## config.mk

```make
export PLATFORM = sky130hd
export DESIGN_NAME = regfile_stream_ctrl
export DESIGN_NICKNAME = d
export VERILOG_FILES = /design/src/rtl/regfile_stream_ctrl.sv
export SDC_FILE = /design/constraint.sdc
export NUM_CORES = 1
export LEC_CHECK = 0
export CORE_ASPECT_RATIO = 1.25
export CORE_MARGIN = 8
export CORE_UTILIZATION = 41
export DETAILED_ROUTE_END_ITERATION = 8
export HOLD_SLACK_MARGIN = 0.06
export PLACE_DENSITY = 0.9
export SYNTH_ARGS = -nofsm -noshare
export SYNTH_HDL_FRONTEND = slang
export SYNTH_SLANG_ARGS = --single-unit
```

## constraint.sdc

```tcl
create_clock -name clk -period 2.5 [get_ports clk]
set_input_delay 0.25 -clock clk [delete_from_list [all_inputs] [get_ports clk]]
set_output_delay 0.25 -clock clk [all_outputs]
set_load 0.02 [all_outputs]
```

## src/rtl/regfile_stream_ctrl.sv

```systemverilog
// ---------------------------------------------------------------------------
// regfile_stream_ctrl
//
// Moves blocks of words between a streaming interface and an external
// register file that has one write port and one read port. The read port
// returns data one cycle after the address is presented.
//   LOAD (cmd_op=0): s_* stream words are written to base..base+len (mod m).
//   DUMP (cmd_op=1): words at base..base+len (mod m) are read and sent out
//                    on m_*. A 2-entry FIFO absorbs m_ready back-pressure.
//
// Ports
//   clk, reset                 : single clock, synchronous active-high reset
//   cmd_valid/cmd_ready        : command handshake (ready only when idle)
//   cmd_op, cmd_base, cmd_len  : op, start address, word count minus one
//   s_data/s_valid/s_ready     : LOAD input stream
//   m_data/m_valid/m_ready/m_last : DUMP output stream, m_last on final word
//   rf_we/rf_rw/rf_wdata       : register file write port
//   rf_r1/rf_q1                : register file read address / data (+1 cycle)
//   busy, done                 : command in progress / one-cycle completion
//   csum                       : XOR checksum of the last command
//
// Build option: define RFSC_CHECKSUM_EN to include the checksum accumulator.
// Without it csum is tied to zero.
// ---------------------------------------------------------------------------
module regfile_stream_ctrl #(
  parameter int n = 32,
  parameter int m = 32,
  localparam int AW = $clog2(m)
) (
  input  logic          clk,
  input  logic          reset,
  input  logic          cmd_valid,
  output logic          cmd_ready,
  input  logic          cmd_op,
  input  logic [AW-1:0] cmd_base,
  input  logic [AW-1:0] cmd_len,
  input  logic [n-1:0]  s_data,
  input  logic          s_valid,
  output logic          s_ready,
  output logic [n-1:0]  m_data,
  output logic          m_valid,
  input  logic          m_ready,
  output logic          m_last,
  output logic          rf_we,
  output logic [AW-1:0] rf_rw,
  output logic [n-1:0]  rf_wdata,
  output logic [AW-1:0] rf_r1,
  input  logic [n-1:0]  rf_q1,
  output logic          busy,
  output logic          done,
  output logic [n-1:0]  csum
);

  typedef enum logic [1:0] {ST_IDLE, ST_LOAD, ST_DUMP, ST_FIN} state_t;

  state_t        state_q, state_d;
  logic [AW-1:0] base_q, base_d;
  logic [AW-1:0] len_q, len_d;
  logic [AW-1:0] wr_off_q, wr_off_d;   // LOAD beats accepted so far
  logic [AW:0]   rd_off_q, rd_off_d;   // DUMP reads issued (reaches len+1)
  logic [AW-1:0] dl_off_q, dl_off_d;   // DUMP words delivered so far
  logic          inflight_q, inflight_d;
  logic [n-1:0]  fifo_mem_q [2];
  logic [n-1:0]  fifo_mem_d [2];
  logic          fifo_wp_q, fifo_wp_d;
  logic          fifo_rp_q, fifo_rp_d;
  logic [1:0]    fifo_cnt_q, fifo_cnt_d;

  logic       in_load, in_dump, accept, beat, pop, push, rd_issue;
  logic [2:0] occ_after;

  assign in_load = (state_q == ST_LOAD);
  assign in_dump = (state_q == ST_DUMP);
  assign accept  = (state_q == ST_IDLE) && cmd_valid;
  assign beat    = in_load && s_valid;
  assign pop     = m_valid && m_ready;
  // Only reads issued during DUMP are ever in flight, so every return is a push.
  assign push    = inflight_q;

  // Occupancy counts the word leaving this cycle, so a read can be issued in
  // the same cycle as a pop; this keeps 1 word/cycle with only two entries.
  assign occ_after = {1'b0, fifo_cnt_q} + {2'b00, inflight_q} - {2'b00, pop};
  assign rd_issue  = in_dump && (rd_off_q <= {1'b0, len_q}) && (occ_after < 3'd2);

  assign cmd_ready = (state_q == ST_IDLE);
  assign busy      = (state_q != ST_IDLE);
  assign done      = (state_q == ST_FIN);
  assign s_ready   = in_load;
  assign rf_we     = beat;
  assign rf_rw     = base_q + wr_off_q;
  assign rf_wdata  = in_load ? s_data : '0;
  assign rf_r1     = base_q + rd_off_q[AW-1:0];
  assign m_valid   = in_dump && (fifo_cnt_q != 2'd0);
  assign m_data    = m_valid ? fifo_mem_q[fifo_rp_q] : '0;
  assign m_last    = m_valid && (dl_off_q == len_q);

  always_comb begin
    state_d    = state_q;
    base_d     = base_q;
    len_d      = len_q;
    wr_off_d   = wr_off_q;
    rd_off_d   = rd_off_q;
    dl_off_d   = dl_off_q;
    inflight_d = rd_issue;
    fifo_mem_d = fifo_mem_q;
    fifo_wp_d  = fifo_wp_q;
    fifo_rp_d  = fifo_rp_q;
    fifo_cnt_d = fifo_cnt_q + {1'b0, push} - {1'b0, pop};

    if (push) begin
      fifo_mem_d[fifo_wp_q] = rf_q1;
      fifo_wp_d             = ~fifo_wp_q;
    end
    if (pop) fifo_rp_d = ~fifo_rp_q;

    case (state_q)
      ST_IDLE: begin
        if (cmd_valid) begin
          // The op is carried by the state itself from here on.
          base_d     = cmd_base;
          len_d      = cmd_len;
          wr_off_d   = '0;
          rd_off_d   = '0;
          dl_off_d   = '0;
          fifo_wp_d  = 1'b0;
          fifo_rp_d  = 1'b0;
          fifo_cnt_d = 2'd0;
          state_d    = cmd_op ? ST_DUMP : ST_LOAD;
        end
      end
      ST_LOAD: begin
        if (beat) begin
          wr_off_d = wr_off_q + AW'(1);
          if (wr_off_q == len_q) state_d = ST_FIN;
        end
      end
      ST_DUMP: begin
        if (rd_issue) rd_off_d = rd_off_q + (AW+1)'(1);
        if (pop) begin
          dl_off_d = dl_off_q + AW'(1);
          if (dl_off_q == len_q) state_d = ST_FIN;
        end
      end
      ST_FIN:  state_d = ST_IDLE;
      default: state_d = ST_IDLE;
    endcase
  end

  always_ff @(posedge clk) begin
    if (reset) begin
      state_q    <= ST_IDLE;
      base_q     <= '0;
      len_q      <= '0;
      wr_off_q   <= '0;
      rd_off_q   <= '0;
      dl_off_q   <= '0;
      inflight_q <= 1'b0;
      fifo_wp_q  <= 1'b0;
      fifo_rp_q  <= 1'b0;
      fifo_cnt_q <= 2'd0;
      for (int i = 0; i < 2; i++) fifo_mem_q[i] <= '0;
    end else begin
      state_q    <= state_d;
      base_q     <= base_d;
      len_q      <= len_d;
      wr_off_q   <= wr_off_d;
      rd_off_q   <= rd_off_d;
      dl_off_q   <= dl_off_d;
      inflight_q <= inflight_d;
      fifo_wp_q  <= fifo_wp_d;
      fifo_rp_q  <= fifo_rp_d;
      fifo_cnt_q <= fifo_cnt_d;
      for (int i = 0; i < 2; i++) fifo_mem_q[i] <= fifo_mem_d[i];
    end
  end

`ifdef RFSC_CHECKSUM_EN
  logic [n-1:0] csum_q, csum_d;

  // Cleared at acceptance; holds its value from done until the next command.
  always_comb begin
    csum_d = csum_q;
    if (accept)    csum_d = '0;
    else if (beat) csum_d = csum_q ^ s_data;
    else if (pop)  csum_d = csum_q ^ m_data;
  end

  always_ff @(posedge clk) begin
    if (reset) csum_q <= '0;
    else       csum_q <= csum_d;
  end

  assign csum = csum_q;
`else
  assign csum = '0;
`endif

endmodule

```

**After elaboration in Yosys (flattened, before gate mapping)**

Index checks and enable logic that the tools add are counted.

- Register bits: 97
- Input port bits: 80
- Output and inout port bits: 113
- Word-level logic and storage cells: 89

- Add/subtract/negate cells: 9
- $lt $le $gt $ge: 5
- Equality and inequality tests: 11
- Mux-type cells: 31
- Bitwise gates (word level): 4
- Reduce and logical (&&, ||, !) cells: 17

Operator list:

| kind | number |
|---|---|
| 32-bit 2-to-1 mux | 6 |
| 64-bit bitwise mux | 1 |
| 32-bit demux with 1-bit select | 1 |
| 5-bit case mux with 2 select lines | 2 |
| 2-bit 2-to-1 mux | 8 |
| 5-bit 2-to-1 mux | 3 |
| 6-bit 2-to-1 mux | 2 |
| 6-bit case mux with 2 select lines | 1 |
| 5-bit by 1-bit adder with 5-bit output (second input constant) | 2 |
| 5-bit adder | 2 |
| 5-bit == test | 2 |
| 3-bit AND reduction | 3 |
| 2-bit case mux with 4 select lines | 1 |
| 2-bit nonzero test | 4 |
| 1-bit logical AND | 7 |
| 6-bit by 1-bit adder with 6-bit output (second input constant) | 1 |
| 6-bit by 5-bit <= comparator with 1-bit output | 1 |
| 1-bit 2-to-1 mux | 6 |
| 2-bit by 1-bit inequality test with 1-bit output (second input constant) | 3 |
| 2-bit inequality test (second input constant) | 3 |
| 5-bit AND reduction | 1 |
| 2-bit == test (second input constant) | 2 |
| 2-bit greater-or-equal comparator (second input constant) | 2 |
| 1-bit NOT with 2-bit output | 2 |
| 10 further kinds | 11 |

**Longest topological paths before layout**

Gate-level depths: netlist of run 1.

- Word-level depth: 8
- Gate-level depth with buffers: 13
- Gate-level depth less buffers: 12

**Least setup slack after synthesis of run 1**

OpenSTA, ideal clock, no wires.

- Path type: register to register
- Start point: register state_q[0]
- End point: register rd_off_q[4]
- Setup time: 101 ps
- Arrival: 2563 ps
- Required time: 2399 ps
- Path slack: -164 ps
- Stages on the path, launching flop included: 14
- Path buffers: 1
- Clock period less this slack: 2664 ps
- Cell sequence: dfxtp_1 > inv_1 > ha_1 > buf_2 > o211ai_1 > xnor2_1 > ha_1 > inv_1 > fa_1 > xnor2_1 > nand2_1 > nor2_1 > nand3_1 > o41ai_1

- Longest elaborated chain between the ends: 8
- Elaborated cells on any way between the ends: 13
- Classes of those cells: add/sub: 1; order compare: 1; eq/ne: 3; mux: 1; reduce/logical: 7

RTL lines:

| element | line | source |
|---|---|---|
| start: declaration | 56 | `state_t state_q, state_d;` |
| start signal: assignment | 163 | `state_q <= state_d;` |
| 2-bit == test | 73, 116 |  |
| 1-bit logical AND | 93 | `assign m_valid = in_dump && (fifo_cnt_q != 2'd0);` |
| 1-bit logical AND | 76 | `assign pop = m_valid && m_ready;` |
| 3-bit by 1-bit subtractor with 3-bit output | 82 | `assign occ_after = {1'b0, fifo_cnt_q} + {2'b00, inflight_q} - {2'b00, pop};` |
| 3-bit by 2-bit less-than comparator with 1-bit output | 83 | `assign rd_issue = in_dump && (rd_off_q <= {1'b0, len_q}) && (occ_after < 3'd2);` |
| 1-bit logical AND | 83 |  |
| 2-bit inequality test (no line) | -- |  |
| 3-bit AND reduction (no line) | -- |  |
| end signal: assignment | 167 | `rd_off_q <= rd_off_d;` |
| end: declaration | 60 | `logic [AW:0] rd_off_q, rd_off_d;` |

Parallel ways exist; a longest one is shown, timed or not.
A chain may end at the register's enable or synchronous reset.

**Worst setup path after layout of run 1**

- Start point: register state_q[0]
- End point: register rd_off_q[3]

The elaborated chain is that of the path after synthesis.

==> reports/metrics.csv, run 1 <==
metric;value;unit
viasPerCell;4.954;
finalHoldViolations;0;
finalCritPeriodShare;101.9;%
gp_congestion;0.8943;
cts_tree;built;
vias;4592;
power.switching;2.000;mW
final_antenna_net_count;0;
fp.dieH;142.9;µm
holdCritPathClass;input pin to register;
ctsHoldBuffers;0;
grt_max_degree;64;
crit_family;adder cells;
slowest_delay;560;ps
yosys.area_share.simple;17.65;%
fin_ws;-46.70;ps
pwr-share-clk;25.1;%
yosysWarnings;0;
power_density;727.3;mW/mm²
max_freq;392.7;MHz
synth_fa_ha_area_share;6.588;%
place_hpwl;11150;µm
synthToLayoutAreaGrowth;40.57;%
nets;860;
setup_viol;3;
avgSynthCellArea;8.859;µm²
io_buffers;160;
cts_buffers;9;
clockBufferDepth;2;
synthMuxAreaShare;18.77;%
crit_type;register to register;
synth_compound_area_share;6.777;%
clkTransAtPathRegs;70;ps
tightest_slew;631.5;ps
register_area;0.001948;mm²
grt-ovfl-total;0;
htree_levels;3;
maxSlewHeadroom;57.90;%
fin_crit;2547;ps
grt_first_pass_wirelength;23770;µm
clkLatencyLatePin;350;ps
die_area;0.01679;mm²
critPathMaxFanout;4;
core.rowCount;46;
async_flop_share;0;%
critPathArrivalTime;2760;ps
drv_slew;0;
p_total;5.398;mW
drive_above_1_share;8.564;%
skew;6.392;ps
fp.coreArea;0.01266;mm²
crit_top_cell;inv_2;
synth_seq_area_share;36.78;%
synth_edf_count;0;
p_sw_share;37.04;%
cts.sinks;97;
ir_drop;0.4526;mV
die_w;117.5;µm
hold-worst-slack;373.6;ps
reg2reg_slack;-50;ps
leakagePower;3.150;nW
drt_iter0_drc;190;
ys_types;46;
n_fill_cell;1092;
start_util;41.70;%
grt_util_all_layers;17.28;%
seqPwrFrac;33.7;%
startpoint_type;register;
p_int;3.398;mW
cp_slowest_cell;fa_2;
critPathCaptureType;register;
comb_power_share;41.2;%
path_buf_inv;2;
cp_cell_sequence;inv_2 > ha_4 > o211ai_1 > xnor2_1 > ha_2 > inv_2 > fa_2 > nand2_2 > o21a_1 > o311ai_1 > o41ai_1;
antenna_found_initial;0;
drc_errors;0;
io-pin-count;193;
grt_pass1_vias;4782;
violations;negative setup slack;
ys_seq_elements;97;
synth_top_family_by_area;multiplexers;
dr.pass1.iters;5;
routed_wl;14630;µm
multi_input_area;0.003065;mm²
synthXorXnorAreaFrac;4.645;%
netlist_area;0.005280;mm²
cts-root-buf;clkbuf_16;
synth_ff_type;dfxtp_1;
max_cap_viol_count;0;
synth_cells;596;
status;finished, violations left;
rsz0062_at_grt;yes;
required;2720;ps
antenna_cells;0;
wl_per_cell;15.78;µm
-- power by group through the flow --
stage / Sequential [mW] / Clock (mW) / Combinational (mW)
finish: 1.82 / 1.35 / 2.22
global route: 1.84 / 1.44 / 2.43
CTS: 1.82 / 1.38 / 2.19
detailed placement: 1.85 / 0 / 2.19
global placement: 1.84 / 0 / 2.16
floorplan: 1.81 / 0 / 1.42
-- layout by cell type, fill, tap and decap left out, drive strengths merged, types with 2 or more instances in the layout --
cell type / Yosys / routed
inv: 22 / 25
a21oi: 22 / 22
fa: 3 / 3
nor3: 5 / 5
a211oi: 4 / 4
a31oi: 2 / 2
ha: 23 / 23
conb: 1 / 32
mux2i: 99 / 99
and3: 3 / 3
dfxtp: 97 / 97
and2: 36 / 36
o21a: 3 / 3
nor2: 110 / 110
o21ai: 6 / 6
clkdlybuf4s50: 0 / 135
o311ai: 2 / 2
nand2: 27 / 27
xnor2: 15 / 15
o31ai: 3 / 3
nand3: 9 / 9
nand4: 7 / 7
clkbuf: 21 / 10
o41ai: 2 / 2
nand2b: 2 / 2
clkinv: 0 / 4
a21o: 4 / 4
dlymetal6s2s: 0 / 22
xor2: 13 / 13
buf: 44 / 22
-- worst reg2reg max path: cells and delay by family (launching register included) --
kind | cells | cell delay (ps)
AND/OR/NAND/NOR | 1 | 100
XOR/XNOR | 1 | 240
AO/OA/AOI/OAI | 4 | 690
adder cells (fa/ha/maj) | 3 | 900
buffers and inverters | 2 | 140
flip-flops | 1 | 340
-- routing by layer --
metal	up-vias	track usage [%]	wire length, µm
li1	2239	-	-
met1	2131	16.83	5674
met2	191	32.16	7330
met3	31	6.519	1200
met4	0	7.365	423
met5	-	0	0
-- kinds of logic (layout without fill, tap and decap cells) --
logic type      after synthesis  count (layout)
fa+ha+maj                    26              26
buf+inv                      87             219
mux                          99              99
compound gates               53              53
flops                        97              97
simple gates                205             205
other cells                   1              32
xor+xnor                     28              28
-- layout make-up --
class	count	share of cell area [%]
multi-input combinational	443	41.30
sequential	97	26.25
timing repair buffer	181	24.51
clock buffer	9	3.034
tap	168	2.832
inverter	22	1.113
clock inverter	7	0.9609
-- cells in the mapped netlist (4+ instances only) --
cell,instances,area [µm²]
xor2_1,13,113.9
buf_4,32,240.2
dfxtp_1,97,1942
buf_2,11,55.05
nor2_1,110,412.9
nand3_1,9,45.04
o21ai_0,4,20.02
inv_1,21,78.83
ha_1,23,287.8
and2_1,35,219.0
a21o_1,4,30.03
nand4_1,7,43.79
nor3_1,5,25.02
xnor2_1,15,131.4
mux2i_1,99,991.0
a211oi_1,4,30.03
nand2_1,27,101.4
a21oi_1,21,105.1
clkbuf_1,21,78.83
-- registers in the layout, indices dropped and copies added (netlist names), 2 cells and up --
| signal | count |
|---|---|
| fifo_mem_q | 64 |
| rd_off_q | 6 |
| base_q | 5 |
| dl_off_q | 5 |
| len_q | 5 |
| wr_off_q | 5 |
| fifo_cnt_q | 2 |
| state_q | 2 |
-- final timing paths --
path	depth (start not counted)	end	startpoint
hold / removal	2	fifo_mem_q[6]	reset
hold reg to reg	2	fifo_mem_q[62]	fifo_mem_q[62]
setup reg to reg	11	rd_off_q[3]	state_q[0]
setup / recovery	11	rd_off_q[3]	state_q[0]
-- through the flow --
stage | setup TNS [ps] | std cells | utilization, % | setup slack (ps) | cell area [µm²]
after floorplan | -38.93 | 627 | - | -20.62 | 5440
after global placement | -231.6 | 906 | 55.33 | -89.10 | 7005
after detailed placement | -718.4 | 906 | 55.33 | -211.3 | 7005
after CTS | 0 | 923 | 57.77 | 2.271 | 7315
after global routing | -815.9 | 927 | 58.62 | -174.4 | 7422
final | -124.1 | 927 | 58.62 | -46.70 | 7422
-- repair_timing --
item	4_1_cts	5_1_grt
setup buffers	1	4
hold endpoints to repair	0	0
pin swaps	5	3
setup endpoints to repair	26	34
resized for setup	3	31
Power figures use the tool's default switching activity.
==> run 2: changes to the inputs <==
SETUP_SLACK_MARGIN = 0.02   (was unset)
==> reports/metrics.csv, run 2 (same netlist as run 1, synthesis figures left out) <==
metric;value;unit;change
grt-ovfl-total;0;;unchanged
final_antenna_net_count;0;;unchanged
final_cell_mix;clkdlybuf4s50_1, nor2_1, mux2i_1, dfxtp_1, and2_1;;unchanged
tightest_slew;647.6;ps;was 631.5 ps
nets;859;;was 860
crit_type;register to register;;unchanged
fp.coreArea;0.01266;mm²;unchanged
critPathCaptureType;register;;unchanged
leakagePower;3.091;nW;was 3.150 nW
clkLatencyLatePin;340;ps;was 350 ps
die_area;0.01679;mm²;unchanged
startpoint_type;register;;unchanged
dr.pass1.iters;4;;was 5
finalCritPeriodShare;101.9;%;about the same
violations;negative setup slack;;unchanged
grt_util_all_layers;17.32;%;was 17.28%
slowest_delay;560;ps;about the same
status;finished, violations left;;unchanged
top_regs;fifo_mem_q: 64 flops, rd_off_q: 6 flops;;unchanged
fin_ws;-46.58;ps;was -46.70 ps
cts-root-buf;clkbuf_16;;unchanged
largest-register;fifo_mem_q;;unchanged
setup_viol;2;;was 3
mostFrequentLayoutCell;clkdlybuf4s50_1;;unchanged
antenna_found_initial;0;;unchanged
grt_first_pass_wirelength;23810;µm;was 23770 µm
antenna_cells;0;;unchanged
required;2710;ps;was 2720 ps
io-pin-count;193;;unchanged
p_total;5.400;mW;was 5.398 mW
max_freq;392.7;MHz;about the same
rsz0062_at_grt;yes;;unchanged
drt_iter0_drc;203;;was 190
crit_family;adder cells;;unchanged
grt_pass1_vias;4790;;was 4782
power_density;730.3;mW/mm²;was 727.3 mW/mm²
drc_errors;0;;unchanged
fin_crit;2547;ps;about the same
crit_top_cell;inv_2;;unchanged
maxSlewHeadroom;56.83;%;was 57.90%
place_hpwl;11150;µm;unchanged
synthToLayoutAreaGrowth;40.05;%;was 40.57%
ctsHoldBuffers;0;;unchanged
holdCritPathClass;input pin to register;;unchanged
io_buffers;160;;unchanged
fin_setup_tns;-68.46;ps;was -124.1 ps
wl_per_cell;15.90;µm;was 15.78 µm
fp.dieH;142.9;µm;unchanged
clkTransAtPathRegs;70;ps;about the same
final_util;58.40;%;was 58.62%
vias;4596;;was 4592
finalHoldViolations;0;;unchanged
cp_cell_sequence;inv_2 > ha_4 > o211ai_1 > xnor2_1 > ha_2 > inv_2 > fa_2 > nand2_2 > o21a_1 > o311ai_1 > o41ai_1;;unchanged
core.rowCount;46;;unchanged
reg2reg_slack;-50;ps;about the same
path_buf_inv;2;;unchanged
htree_levels;3;;unchanged
place_inst;906;;unchanged
grt_max_degree;64;;unchanged
critPathMaxFanout;4;;unchanged
die_w;117.5;µm;unchanged
ir_drop;0.4545;mV;was 0.4526 mV
critPathArrivalTime;2760;ps;about the same
viasPerCell;4.963;;was 4.954
largest_reg_flops;64;;unchanged
cts.sinks;97;;unchanged
cts_buffers;9;;unchanged
clockBufferDepth;2;;unchanged
routed_wl;14730;µm;was 14630 µm
drv_slew;0;;unchanged
skew;7.499;ps;was 6.392 ps
start_util;41.70;%;unchanged
cts_tree;built;;unchanged
max_cap_viol_count;0;;unchanged
gp_congestion;0.8943;;unchanged
cp_slowest_cell;fa_2;;unchanged
final_cells;926;;was 927
drive_above_1_share;8.311;%;was 8.564%
==> run 2: changes by cell type in the layout (fill, tap and decap cells not counted), sizes merged <==
cell          previous run  this run
dlygate4sd2              1         5
buf                     22        21
dlymetal6s2s            22        18
==> run 2: report_power, final <==
part	total (mW)	switching (mW)	internal, mW	leakage, nW
clock	1.35	0.646	0.703	0.145
sequential	1.82	0.131	1.69	0.788
combinational	2.23	1.22	1.01	2.16
==> run 2: worst register-to-register path: stages (launching register included) <==
cell and delay (ps):
dfxtp_2 340, inv_2 80, ha_4 130, o211ai_1 140, xnor2_1 220, ha_2 210
inv_2 50, fa_2 570, nand2_2 100, o21a_1 190, o311ai_1 270, o41ai_1 130
==> run 2: metal layers <==
metal  up-vias  share of wire, %  wire, µm  track usage (%)
met5         -                 0         0                0
met4         0               2.5       374            7.365
met3        27               8.2      1205            6.519
met2       200                50      7437            32.34
met1      2130                39      5710            16.80
li1       2239                 -         -                -
==> run 2: final timing paths <==
check            startpoint             end  cells after the start
min reg2reg  fifo_mem_q[62]  fifo_mem_q[62]                      2
min                   reset   fifo_mem_q[6]                      2
max              state_q[0]     rd_off_q[3]                     11
max reg2reg      state_q[0]     rd_off_q[3]                     11
==> run 2: layout make-up <==
| type | instances | area, µm² |
|---|---|---|
| timing repair buffer | 180 | 1800 |
| clock buffer | 9 | 225.2 |
| clock inverter | 7 | 71.32 |
| multi-input combinational | 443 | 3053 |
| sequential | 97 | 1952 |
| fill | 1098 | 5268 |
| tap | 168 | 210.2 |
| inverter | 22 | 82.58 |
==> run 2: timing repair <==
action	in CTS	in global routing
buffers inserted	2	2
setup endpoints to repair	28	33
gates resized for setup	8	27
pin swaps	5	2
==> run 2: metrics by stage <==
| stage | worst slack, ps | instance area, µm² | hold slack, ps |
|---|---|---|---|
| 6_report | -46.58 | 7395 | 375.5 |
| 5_1_grt | -133.6 | 7395 | 385.5 |
| 4_1_cts | 13.64 | 7320 | 350.6 |
| 3_5_place_dp | -211.3 | 7005 | 480.8 |
| 3_3_place_gp | -89.10 | 7005 | 471.1 |
| 2_1_floorplan | -20.62 | 5440 | 386.0 |
==> run 3: changes to the inputs <==
CAP_MARGIN = 20   (was unset)
GPL_ROUTABILITY_DRIVEN = 0   (was unset)
TNS_END_PERCENT = 30   (was unset)
==> reports/metrics.csv, run 3 (same netlist as run 1, synthesis figures left out) <==
metric;value;unit;change
final_cell_mix;clkdlybuf4s50_1, nor2_1, mux2i_1, dfxtp_1, and2_1;;unchanged
place_hpwl;11150;µm;unchanged
skew;7.005;ps;was 7.499 ps
ctsHoldBuffers;0;;unchanged
clockBufferDepth;2;;unchanged
synthToLayoutAreaGrowth;39.98;%;was 40.05%
max_cap_viol_count;0;;unchanged
tightest_slew;631.6;ps;was 647.6 ps
leakagePower;3.145;nW;was 3.091 nW
power_density;729.9;mW/mm²;was 730.3 mW/mm²
cts_tree;built;;unchanged
critPathArrivalTime;2740;ps;was 2760 ps
power.switching;1.998;mW;was 1.992 mW
mostFrequentLayoutCell;clkdlybuf4s50_1;;unchanged
max_freq;396.2;MHz;was 392.7 MHz
final_cells;926;;unchanged
startpoint_type;register;;unchanged
slowest_delay;350;ps;was 560 ps
htree_levels;3;;unchanged
crit_top_cell;inv_2;;unchanged
largest-register;fifo_mem_q;;unchanged
seqPwrFrac;33.8;%;about the same
rsz0062_at_grt;yes;;unchanged
hold-worst-slack;375.7;ps;was 375.5 ps
grt_first_pass_wirelength;23790;µm;was 23810 µm
critPathCaptureType;register;;unchanged
status;finished, violations left;;unchanged
grt_pass1_vias;4770;;was 4790
finalCritPeriodShare;101.0;%;was 101.9%
grt_util_all_layers;17.28;%;was 17.32%
cts_buffers;9;;unchanged
ir_drop;0.4529;mV;was 0.4545 mV
cp_cell_sequence;inv_2 > ha_4 > o211ai_1 > xnor2_1 > ha_2 > inv_2 > fa_2 > xnor2_2 > nand2_2 > o21a_1 > o311ai_1 > o41ai_1;;was inv_2 > ha_4 > o211ai_1 > xnor2_1 > ha_2 > inv_2 > fa_2 > nand2_2 > o21a_1 > o311ai_1 > o41ai_1
critPathMaxFanout;4;;unchanged
finalHoldViolations;0;;unchanged
clkLatencyLatePin;350;ps;was 340 ps
fin_ws;-24.15;ps;was -46.58 ps
holdCritPathClass;input pin to register;;unchanged
vias;4582;;was 4596
fp.dieH;142.9;µm;unchanged
fin_crit;2524;ps;was 2547 ps
wl_per_cell;15.91;µm;was 15.90 µm
drive_above_1_share;8.179;%;was 8.311%
io-pin-count;193;;unchanged
fp.coreArea;0.01266;mm²;unchanged
drv_slew;0;;unchanged
comb_power_share;41.2;%;about the same
antenna_cells;0;;unchanged
final_antenna_net_count;0;;unchanged
cp_slowest_cell;fa_2;;unchanged
fin_setup_tns;-24.15;ps;was -68.46 ps
cts.sinks;97;;unchanged
die_w;117.5;µm;unchanged
nets;859;;unchanged
maxSlewHeadroom;57.90;%;was 56.83%
p_sw_share;37.04;%;was 36.89%
violations;negative setup slack;;unchanged
dr.pass1.iters;4;;unchanged
drt_iter0_drc;224;;was 203
p_int;3.396;mW;was 3.408 mW
grt_max_degree;64;;unchanged
final_util;58.37;%;was 58.40%
setup_viol;1;;was 2
grt-ovfl-total;0;;unchanged
cts-root-buf;clkbuf_16;;unchanged
pre_cts_slack;-211.3;ps;unchanged
viasPerCell;4.948;;was 4.963
drc_errors;0;;unchanged
required;2720;ps;was 2710 ps
die_area;0.01679;mm²;unchanged
routed_wl;14740;µm;was 14730 µm
pwr-share-clk;25.1;%;was 25.0%
place_inst;906;;unchanged
io_buffers;160;;unchanged
antenna_found_initial;0;;unchanged
start_util;41.70;%;unchanged
core.rowCount;46;;unchanged
top_regs;fifo_mem_q: 64 flops, rd_off_q: 6 flops;;unchanged
clkTransAtPathRegs;70;ps;about the same
largest_reg_flops;64;;unchanged
crit_type;register to register;;unchanged
==> run 3: changes by cell type in the layout (fill, tap and decap cells not counted), sizes merged <==
cell and change:
dlymetal6s2s +3, clkdlybuf4s50 -3
==> run 3: cell type report <==
| cell class | instances | area (µm²) |
|---|---|---|
| clock buffer | 9 | 225.2 |
| clock inverter | 7 | 71.32 |
| fill | 1097 | 5271 |
| inverter | 22 | 82.58 |
| multi-input combinational | 443 | 3048 |
| sequential | 97 | 1949 |
| tap | 168 | 210.2 |
| timing repair buffer | 180 | 1804 |
==> run 3: per-stage QoR <==
step	total power [mW]	cell area, µm²
CTS	5.386	7305
global route	5.704	7391
detailed placement	4.039	7005
floorplan	3.229	5440
finish	5.394	7391
global placement	4.000	7005
==> run 3: timing repair <==
item,CTS,global route
gates resized for setup,8,27
pin swaps,5,6
gates cloned,0,0
setup buffers,0,4
setup endpoints to repair,28,33
==> run 3: worst paths after layout <==
check                   endpoint           start  slack, ps  depth (start not counted)
setup / recovery     rd_off_q[3]      state_q[0]        -20                         12
hold / removal     fifo_mem_q[6]           reset        380                          2
setup reg to reg     rd_off_q[3]      state_q[0]        -20                         12
hold reg to reg   fifo_mem_q[62]  fifo_mem_q[62]        500                          2
==> run 3: per-layer routing <==
metal  vias to the layer above  routed length [µm]  global-route usage [%]
li1                       2234                   -                       -
met5                         -                   0                       0
met3                        34                1203                   6.480
met1                      2118                5732                   16.99
met2                       196                7376                   32.10
met4                         0                 423                   7.095
==> run 3: power groups by stage <==
stage	clock (mW)	combinational [mW]	sequential (mW)
4_1_cts	1.38	2.19	1.82
2_1_floorplan	0	1.42	1.81
5_1_grt	1.44	2.42	1.84
3_5_place_dp	0	2.19	1.85
6_report	1.35	2.22	1.82
3_3_place_gp	0	2.16	1.84
==> run 3: worst max-delay path: cells and delay by family (launching register included) <==
family,cells,cell delay [ps]
AND/OR/NAND/NOR,1,120
XOR/XNOR,2,420
flip-flops,1,340
AO/OA/AOI/OAI,4,690
buffers and inverters,2,130
adder cells (fa/ha/maj),3,690
